File: config.mk
export PLATFORM = sky130hd
export DESIGN_NAME = mem_access_unit
export DESIGN_NICKNAME = d
export VERILOG_FILES = /design/src/rtl/mem_access_unit.sv
export SDC_FILE = /design/constraint.sdc
export NUM_CORES = 1
export LEC_CHECK = 0
export CAP_MARGIN = 20
export CORE_MARGIN = 8
export CORE_UTILIZATION = 42
export CTS_BUF_LIST = sky130_fd_sc_hd__clkbuf_4
export CTS_CLUSTER_DIAMETER = 80
export CTS_CLUSTER_SIZE = 28
export DETAILED_ROUTE_END_ITERATION = 8
export PLACE_DENSITY = 0.87
export SYNTH_ARGS = -nofsm -noshare
export SYNTH_HDL_FRONTEND = slang
export SYNTH_SLANG_ARGS = --single-unit
File: constraint.sdc
create_clock -name clk -period 2.5 [get_ports clk]
set_clock_uncertainty 0.2 [all_clocks]
set_input_delay 0.75 -clock clk [delete_from_list [all_inputs] [get_ports clk]]
set_output_delay 0.75 -clock clk [all_outputs]
set_load 0.02 [all_outputs]
File: src/rtl/mem_access_unit.sv
// mem_access_unit
//   Sequences loads and stores between the CPU memory stage and a word-organised
//   data RAM. Each accepted request gets one RAM cycle (or none for a bad access)
//   followed by one response.
//
//   Loads always read the full word; byte/half lane selection and sign/zero
//   extension happen here. Stores pass size straight to the RAM write mode.
//
// Ports
//   clk, clr                  clock, synchronous active-high reset
//   req_valid/req_ready       request handshake (ready only in IDLE)
//   req_we, req_size,
//   req_unsigned, req_addr,
//   req_wdata                 request fields, latched on acceptance
//   resp_valid/resp_ready     response handshake
//   resp_rdata, resp_err      extended load data, error flag
//   ram_addr, ram_din,
//   ram_mode, ram_str,
//   ram_sel                   RAM control, active for one cycle in ACCESS
//   ram_dout                  RAM read data (combinational)
//
// State table
//   state    | meaning
//   S_IDLE   | ready for a request; checks alignment on acceptance
//   S_ACCESS | single RAM cycle; store writes, load data captured
//   S_RESP   | response held until resp_ready
module mem_access_unit #(
  parameter int ADDR_WIDTH = 12
) (
  input  logic                  clk,
  input  logic                  clr,
  input  logic                  req_valid,
  output logic                  req_ready,
  input  logic                  req_we,
  input  logic [1:0]            req_size,
  input  logic                  req_unsigned,
  input  logic [ADDR_WIDTH-1:0] req_addr,
  input  logic [31:0]           req_wdata,
  output logic                  resp_valid,
  input  logic                  resp_ready,
  output logic [31:0]           resp_rdata,
  output logic                  resp_err,
  output logic [ADDR_WIDTH-1:0] ram_addr,
  output logic [31:0]           ram_din,
  output logic [1:0]            ram_mode,
  output logic                  ram_str,
  output logic                  ram_sel,
  input  logic [31:0]           ram_dout
);

  typedef enum logic [1:0] {
    S_IDLE   = 2'd0,
    S_ACCESS = 2'd1,
    S_RESP   = 2'd2
  } state_t;

  state_t                  state_q, state_d;
  logic                    we_q, we_d;
  logic [1:0]              size_q, size_d;
  logic                    uns_q, uns_d;
  logic [ADDR_WIDTH-1:0]   addr_q, addr_d;
  logic [31:0]             wdata_q, wdata_d;
  logic [31:0]             rdata_q, rdata_d;
  logic                    err_q, err_d;

  logic                    req_bad;
  logic [7:0]              byte_lane;
  logic [15:0]             half_lane;
  logic [31:0]             load_ext;

  always_comb begin
    req_bad = 1'b0;
    case (req_size)
      2'b00:   req_bad = 1'b0;
      2'b01:   req_bad = req_addr[0];
      2'b10:   req_bad = (req_addr[1:0] != 2'b00);
      default: req_bad = 1'b1;
    endcase
  end

  // Lane extraction works on the full word read; the RAM's own narrow read
  // muxing is deliberately bypassed.
  always_comb begin
    byte_lane = ram_dout[7:0];
    case (addr_q[1:0])
      2'b00:   byte_lane = ram_dout[7:0];
      2'b01:   byte_lane = ram_dout[15:8];
      2'b10:   byte_lane = ram_dout[23:16];
      default: byte_lane = ram_dout[31:24];
    endcase
    half_lane = addr_q[1] ? ram_dout[31:16] : ram_dout[15:0];
    case (size_q)
      2'b00:   load_ext = uns_q ? {24'd0, byte_lane} : {{24{byte_lane[7]}}, byte_lane};
      2'b01:   load_ext = uns_q ? {16'd0, half_lane} : {{16{half_lane[15]}}, half_lane};
      default: load_ext = ram_dout;
    endcase
  end

  always_comb begin
    state_d = state_q;
    we_d    = we_q;
    size_d  = size_q;
    uns_d   = uns_q;
    addr_d  = addr_q;
    wdata_d = wdata_q;
    rdata_d = rdata_q;
    err_d   = err_q;
    case (state_q)
      S_IDLE: begin
        if (req_valid) begin
          we_d    = req_we;
          size_d  = req_size;
          uns_d   = req_unsigned;
          addr_d  = req_addr;
          wdata_d = req_wdata;
          rdata_d = 32'd0;
          err_d   = req_bad;
          state_d = req_bad ? S_RESP : S_ACCESS;
        end
      end
      S_ACCESS: begin
        rdata_d = we_q ? 32'd0 : load_ext;
        state_d = S_RESP;
      end
      S_RESP: begin
        if (resp_ready) state_d = S_IDLE;
      end
      default: state_d = S_IDLE;
    endcase
  end

  always_ff @(posedge clk) begin
    if (clr) begin
      state_q <= S_IDLE;
      we_q    <= 1'b0;
      size_q  <= 2'b00;
      uns_q   <= 1'b0;
      addr_q  <= '0;
      wdata_q <= 32'd0;
      rdata_q <= 32'd0;
      err_q   <= 1'b0;
    end else begin
      state_q <= state_d;
      we_q    <= we_d;
      size_q  <= size_d;
      uns_q   <= uns_d;
      addr_q  <= addr_d;
      wdata_q <= wdata_d;
      rdata_q <= rdata_d;
      err_q   <= err_d;
    end
  end

  assign req_ready  = (state_q == S_IDLE);
  assign resp_valid = (state_q == S_RESP);
  assign resp_rdata = rdata_q;
  assign resp_err   = err_q;

  // The RAM writes on the edge that leaves ACCESS; a clr on that same edge
  // must suppress the write, so the strobe is gated by clr directly.
  assign ram_sel  = (state_q == S_ACCESS) && !clr;
  assign ram_str  = (state_q == S_ACCESS) && we_q && !clr;
  assign ram_addr = addr_q;
  assign ram_din  = wdata_q;
  assign ram_mode = ((state_q == S_ACCESS) && we_q) ? size_q : 2'b10;

endmodule

Yosys cells after proc, flatten, opt, wreduce, memory -nomap -nowiden
Index checks and enable logic that the tools add are counted.
W data, S select, Z words.
{ "word_totals": {"reg_bits": 83, "inputBits": 84, "out_inout_bits": 83, "elab_cells": 44} }
{ "classes": {"n_eq_ne": 9, "muxes": 14, "reduce_logical": 13} }
{ "ops": {"columns": ["cell", "count"], "rows": [
  ["$mux W32", 4],
  ["$pmux W32 S2", 2],
  ["$pmux W8 S3", 1],
  ["$mux W16", 1],
  ["$eq A2 B1 Y1 const B", 4],
  ["$logic_not A2 Y1", 4],
  ["$mux W2", 4],
  ["$eq A2 B2 Y1 const B", 3],
  ["$pmux W2 S3", 1],
  ["$reduce_and A2 Y1", 3],
  ["$reduce_bool A2 Y1", 2],
  ["$logic_and A1 B1 Y1", 3],
  ["$pmux W1 S3", 1],
  ["$ne A2 B1 Y1 const B", 1],
  ["$ne A2 B2 Y1 const B", 1],
  ["$logic_not A1 Y1", 1]
]} }

Longest topological paths before layout
Gate-level depths: netlist (run 1).
{ "logic_depth": {"word_depth": 6, "mapped_depth": 7, "ltp_nobuf": 4} }

Least setup slack after synthesis (run 1)
No wires, ideal clock.
{ "synth_path": {"path_type": "input to output", "from": "input clr", "to": "output ram_sel", "arrival_ns": 1.459, "required_time_ns": 1.550, "slack_ns": 0.091, "stages": 3, "path_buffers": 2, "cell_sequence": "clkbuf_1 -> buf_1 -> nor2_1"} }
{ "synth_between": {"elab_chain_cells": 2} }
{ "synth_lines": {"columns": ["element", "line", "rtl"], "rows": [
  ["from (decl)", "31", "input logic clr,"],
  ["$logic_not A1 Y1", "161", "assign ram_sel = (state_q == S_ACCESS) && !clr;"],
  ["$logic_and A1 B1 Y1", "161", null],
  ["to (decl)", "47", "output logic ram_sel,"]
]} }
Every way passes these cells.

Final worst setup path (run 1)
{ "layout_path": {"from": "register rdata_q[21] (netlist: resp_rdata[21])", "to": "output resp_rdata[21]"} }
{ "layout_lines": {"columns": ["element", "line", "rtl"], "rows": [
  ["from (decl)", "63", "logic [31:0] rdata_q, rdata_d;"],
  ["from (signal assigned)", "149", "rdata_q <= rdata_d;"],
  ["to (decl)", "41", "output logic [31:0] resp_rdata,"]
]} }
No word-level cell between the ends.

==> reports/qor.yml, run 1 <==
floorplanning:
  die_height_um: 106
  die_area_mm2: 0.0112
  rows: 32
  start_util: 0.436
  io_pins: 167
  core_region_area_mm2: 0.00777
  die_w_um: 106
critical_path:
  critical-path-max-stage-delay_ps: 620
  critical_path_required_ps: 1550
  worst_ep_arrival_time_ps: 1420
  timing.setup.critical_path_class: "reg2out"
  crit_slowest_cell: "clkdlybuf4s50_1"
  path_cells: "clkdlybuf4s50_1"
  reg2reg_depth: 5
  wp_buf_inv: 1
  worst-path-max-fanout: 2
  critical_path.startpoint_type: "flop"
  worstSetupPathDepth: 1
  crit_path_max_delay_family: "buffers and inverters"
  setup.worst_path.end_class: "output port"
global_routing:
  first_global_vias: 3660
  wire_length_of_the_first_global_routing_pass_um: 18700
  grt_start_max_net_pins: 43
  grt_util_all_layers: 0.208
  antenna_found_initial: 0
  global_route.overflow_total: 0
placement:
  placer_congestion: 0.875
  port_buffers: 166
  placedInstanceArea_mm2: 0.00524
  preCtsSetupSlack_ps: -175
  place.detailed.hpwl_um: 9260
logic_synthesis:
  area_of_the_mapped_netlist_mm2: 0.00339
  fraction_of_the_mapped_netlist_area_in_simple_logic_gates: 0.202
  synth_cells: 392
  dominantRegCellSynth: "dfxtp_1"
  synth_top_family_by_area: "compound AO/OA/AOI/OAI gates"
  async_reset_ff_frac: 0
  synthesis.nets: 476
  synth.ff_latch_count: 83
  ys_seq_area_frac: 0.491
  synth.distinct_cells: 39
  syn-mean-instance-area_um2: 8.64
  complex_gate_fraction_of_the_synthesized_area: 0.215
  fraction_of_synthesized_cell_area_in_xor_and_xnor_cells: 0
  synth.yosys.warnings: 0
  synth_fa_ha_area_frac: 0
  muxShareOfSynthArea: 0.0477
  synth_edf_count: 0
routing:
  route.detailed.drc: 0
  antenna_left: 0
  drt-total-wl_um: 11900
  vias: 3506
  detail_route.vias_per_cell: 5.26
  detailedRoute.firstPassIterationCount: 4
  detailed_route_wire_length_per_cell_um: 17.9
  detailedRoute.firstIterationViolations: 158
sta:
  final_hold_viol_count: 0
  headroom_to_the_max_slew_limit: 0.591
  layout_min_cycle_time_ps: 2370
  worst_pin_slew_ps: 611
  finalSetupViolations: 0
  grt_setup_unrepaired: "false"
  final_min_period_over_clock_period: 0.949
  max_clock_freq_mhz: 421
  worst_setup_margin_ps: 127
  count_of_final_max_slew_check_failures: 0
worst_hold_path:
  hold_path_class: "reg2reg"
  whs_path_depth: 2
cts:
  clkLatencyLatePin_ps: 400
  clk_transition_reported_paths_ps: 140
  htree_levels: 3
  cts_post_setup_buffers_inserted: 0
  ctsRootBufferMaster: "clkbuf_4"
  clock_sink_count: 83
  tritoncts.num_buffers: 9
  clockBufferDepth: 2
  cts_tree: "built"
cells_and_area:
  final_layout_size_suffix_gt1_frac: 0.101
  diodes: 0
  area.growth.synth_to_final_pct: 58.8
  total_number_of_nets_in_the_final_design: 645
  postLayoutCellArea_mm2: 0.00538
power_and_ir_drop:
  power_leakage_nw: 2.06
  power_per_cell_area_mw_per_mm2: 566
  max-vdd-ir-drop_mv: 0.350
run_status:
  outcome: "complete, no violations"
job:
  maxCapViolCount: 0
worst min-delay path, stage by stage, from the launching register on:
cell and delay (ps):
dfxtp_1 340, nand2_1 50, a21oi_1 50
power by group:
| part | total, mW | internal [mW] | switching [mW] |
|---|---|---|---|
| Combinational | 0.727 | 0.365 | 0.362 |
| Sequential | 1.44 | 1.39 | 0.0435 |
| Clock | 0.881 | 0.404 | 0.477 |
final timing paths:
kind	start	end	slack [ps]
setup reg to reg	size_q[1]$_SDFFE_PP0P_	resp_rdata[23]$_SDFFE_PP0P_	480
hold / removal	ram_din[8]$_SDFFE_PP0P_	ram_din[8]$_SDFFE_PP0P_	270
hold reg to reg	ram_din[8]$_SDFFE_PP0P_	ram_din[8]$_SDFFE_PP0P_	270
setup / recovery	resp_rdata[21]$_SDFFE_PP0P_	resp_rdata[21]	130
sequential cells by signal (all words and copies together) (netlist names):
register	flops
uns_q	1
state_q	2
ram_din	32
resp_err	1
we_q	1
ram_addr	12
size_q	2
resp_rdata	32
routing by layer:
layer / GRT usage / up-vias / share of wire
met4: 0.0734 / 0 / 0.012
met2: 0.342 / 168 / 0.47
met1: 0.219 / 1634 / 0.38
met5: 0 / - / 0
met3: 0.116 / 12 / 0.14
li1: - / 1692 / -
cell usage after synthesis, drive strengths merged (2+ instances only):
| master | instances | share of area |
|---|---|---|
| buf | 13 | 0.022 |
| dfxtp | 83 | 0.49 |
| nor2b | 5 | 0.0092 |
| o21ai | 9 | 0.013 |
| nor3b | 2 | 0.0044 |
| a32o | 7 | 0.021 |
| mux2 | 9 | 0.030 |
| clkbuf | 17 | 0.019 |
| o21bai | 2 | 0.0044 |
| mux2i | 6 | 0.018 |
| nand2 | 124 | 0.14 |
| nor2 | 3 | 0.0033 |
| nor3 | 6 | 0.012 |
| inv | 4 | 0.0044 |
| a22o | 9 | 0.023 |
| a221o | 15 | 0.044 |
| nand2b | 9 | 0.019 |
| o21a | 2 | 0.0044 |
| a21oi | 51 | 0.075 |
| o22a | 2 | 0.0052 |
| a221oi | 2 | 0.010 |
through the flow:
stage	hold WS (ps)	cells	util	power, mW	TNS [ps]
2_1_floorplan	275	392	-	1.82	0
6_report	268	667	0.692	3.05	0
4_1_cts	268	667	0.693	3.06	0
3_3_place_gp	241	652	0.674	2.18	-726
3_5_place_dp	250	652	0.674	2.20	-3550
5_1_grt	292	667	0.692	3.19	0
layout make-up:
cell class	instances	area, µm²
Clock buffer	9	67.6
Clock inverter	6	90.1
Fill cell	640	2390
Inverter	4	15.0
Multi-Input combinational cell	275	1570
Sequential cell	83	1660
Tap cell	102	128
Timing Repair Buffer	188	1840
layout by cell type (no fill, tap or decap), types with 2 or more instances in the layout:
cell type / netlist / routed
clkdlybuf4s50_1: 0 / 157
nand2_1: 124 / 124
dfxtp_1: 83 / 83
a21oi_1: 51 / 51
buf_4: 2 / 19
a221o_1: 15 / 15
mux2_2: 9 / 9
o21ai_0: 9 / 9
a22o_1: 9 / 9
clkbuf_4: 0 / 9
nand2b_1: 8 / 8
a32o_1: 7 / 7
mux2i_1: 6 / 6
dlygate4sd2_1: 0 / 6
nor3_1: 5 / 5
nor2b_1: 5 / 4
inv_1: 4 / 4
nor2_1: 3 / 3
buf_12: 0 / 3
o21bai_1: 2 / 2
nor3b_1: 2 / 2
o22a_1: 2 / 2
o21a_1: 2 / 2
bufinv_16: 0 / 2
clkbuf_2: 0 / 2
cells by family (layout without fill, tap and decap cells):
kind of cell / Yosys count / in the layout
flops: 83 / 83
mux: 15 / 15
buf+inv: 34 / 207
compound gates: 104 / 104
simple gates: 156 / 156
timing repair:
| action | CTS | global route |
|---|---|---|
| gates resized for setup | 9 | 3 |
| endpoints found under the hold margin | 0 | 0 |
| setup endpoints to repair | 8 | 2 |
| hold buffers | 0 | 0 |
(Power assumes the default switching activity.)
==> inputs of run 2 (changes only) <==
REMOVE_ABC_BUFFERS = 1   (was default)
==> run 2 against run 1 <==
  * Hold slack got worse by 3.6 ps
  * Sequential cell count is the same
  * Sequential power about the same
  * Register-to-register slack got worse by 120 ps
  * Die area did not move
  * Via count rose by 0.60%
  * Critical endpoint is now ram_addr[1]
  * Largest power group unchanged
  * Highest routed layer unchanged
==> reports/qor.yml, run 2 (synthesis gave the netlist of run 1 again) <==
critical_path:
  rrSetupSlack_ps: 360
  crit_slowest_cell: "clkdlybuf4s50_1"
  setup.worst_path.end_class: "output port"
  critical_path.startpoint_type: "flop"
  wp_buf_inv: 1
  capture_instance_of_the_worst_register_to_register_path: "resp_rdata[14]$_SDFFE_PP0P_"
  reg2reg_depth: 5
  worstReg2RegStart: "ram_addr[1]$_SDFFE_PP0P_"
  worstSetupPathDepth: 1
  worst_ep_arrival_time_ps: 1460
  worst-path-max-fanout: 3
  timing.setup.critical_path_class: "reg2out"
  critical-path-max-stage-delay_ps: 630
  critical_path_required_ps: 1550
  crit_path_max_delay_family: "buffers and inverters"
  path_cells: "clkdlybuf4s50_1"
global_routing:
  grt_util_all_layers: 0.217
  first_global_vias: 3679
  antenna_found_initial: 0
  wire_length_of_the_first_global_routing_pass_um: 19300
  grt_start_max_net_pins: 39
  global_route.overflow_total: 0
cts:
  clockBufferDepth: 2
  clk_transition_reported_paths_ps: 130
  tritoncts.num_buffers: 9
  ctsRootBufferMaster: "clkbuf_4"
  clkLatencyLatePin_ps: 430
  postCtsHoldBufs: 0
  htree_levels: 3
  clock_sink_count: 83
  cts_tree: "built"
power_and_ir_drop:
  max-vdd-ir-drop_mv: 0.336
  power_frac_seq: 0.488
  combinationalPowerShare: 0.248
  net-switching-power_uw: 876
  swShare: 0.297
  cellInternalPower_mw: 2.07
  total_design_power_mw: 2.95
  power_leakage_nw: 2.05
  power_per_cell_area_mw_per_mm2: 551
  p_clk_frac: 0.263
sta:
  finalSetupViolations: 0
  headroom_to_the_max_slew_limit: 0.599
  layout_min_cycle_time_ps: 2410
  final_min_period_over_clock_period: 0.965
  whs_ps: 264
  grt_setup_unrepaired: "false"
  count_of_final_max_slew_check_failures: 0
  worst_pin_slew_ps: 600
  final_hold_viol_count: 0
  max_clock_freq_mhz: 414
placement:
  place.detailed.hpwl_um: 9410
  placer_congestion: 0.797
  port_buffers: 166
cells_and_area:
  layout.cells.most_common_list: "clkdlybuf4s50_1, nand2_1, dfxtp_1"
  n_fill_cell: 630
  total_number_of_nets_in_the_final_design: 645
  final_layout_size_suffix_gt1_frac: 0.108
  diodes: 0
  area.growth.synth_to_final_pct: 58.0
  layout_commonest_cell: "clkdlybuf4s50_1"
worst_hold_path:
  whs_path_depth: 2
  hold_path_class: "reg2reg"
  min_delay_worst_endpoint: "ram_din[28]$_SDFFE_PP0P_"
  worst_hold_startpoint: "ram_din[28]$_SDFFE_PP0P_"
routing:
  drt-total-wl_um: 12200
  detailed_route_wire_length_per_cell_um: 18.3
  detail_route.vias_per_cell: 5.29
  detailedRoute.firstPassIterationCount: 4
  antenna_left: 0
  vias: 3527
  route.detailed.drc: 0
  detailedRoute.firstIterationViolations: 114
floorplanning:
  die_area_mm2: 0.0112
  die_height_um: 106
  start_util: 0.436
  die_w_um: 106
  rows: 32
  io_pins: 167
  core_region_area_mm2: 0.00777
run_status:
  outcome: "complete, no violations"
job:
  maxCapViolCount: 0
[run 2: timing repair]
item / in CTS / in global routing
setup buffers: 0 / 0
setup endpoints to repair: 5 / 2
pin swaps: 0 / 0
gates resized for setup: 10 / 3
[run 2: power groups by stage]
stage	registers (mW)	logic, mW	clock network, mW
final	1.44	0.732	0.775
after global placement	1.46	0.718	0
after detailed placement	1.47	0.735	0
after CTS	1.44	0.737	0.792
after global routing	1.45	0.791	0.841
after floorplan	1.55	0.232	0
[run 2: per-layer routing]
metal,GRT usage,wire length [µm],share of wire,up-vias
met4,0.0754,150,0.012,0
met1,0.231,4750,0.39,1662
met5,0,0,0,-
met2,0.350,5610,0.46,166
li1,-,-,-,1689
met3,0.130,1730,0.14,10
[run 2: worst max-delay path by stage]
stage	end	slack, ps	startpoint
6_report	ram_addr[1]	90	ram_addr[1]$_SDFFE_PP0P_
3_3_place_gp	resp_rdata[12]$_SDFFE_PP0P_	-70	ram_dout[23]
4_1_cts	ram_str	40	state_q[1]$_SDFFE_PP0P_
3_5_place_dp	resp_rdata[29]$_SDFFE_PP0P_	-140	ram_dout[7]
5_1_grt	ram_sel	3	state_q[0]$_SDFFE_PP0P_
2_1_floorplan	resp_rdata[16]$_SDFFE_PP0P_	-60	req_valid
[run 2: through the flow]
stage / cell area, µm² / std cells / setup TNS, ps / setup WS, ps / utilization
6_report: 5350 / 667 / 0 / 86.7 / 0.689
5_1_grt: 5350 / 667 / 0 / 2.87 / 0.689
4_1_cts: 5360 / 667 / 0 / 35.4 / 0.690
3_5_place_dp: 5230 / 652 / -3030 / -144 / 0.673
3_3_place_gp: 5230 / 652 / -571 / -72.8 / 0.673
2_1_floorplan: 3250 / 362 / -1290 / -58.1 / -
[run 2: cell type report]
class                      instances  area [µm²]  share of cell area
timing repair buffer             188        1830               0.343
sequential                        83        1660               0.311
multi-input combinational        275        1580               0.296
tap                              102         128              0.0239
clock buffer                      10        75.1              0.0140
clock inverter                     5        55.1              0.0103
inverter                           4        15.0             0.00281
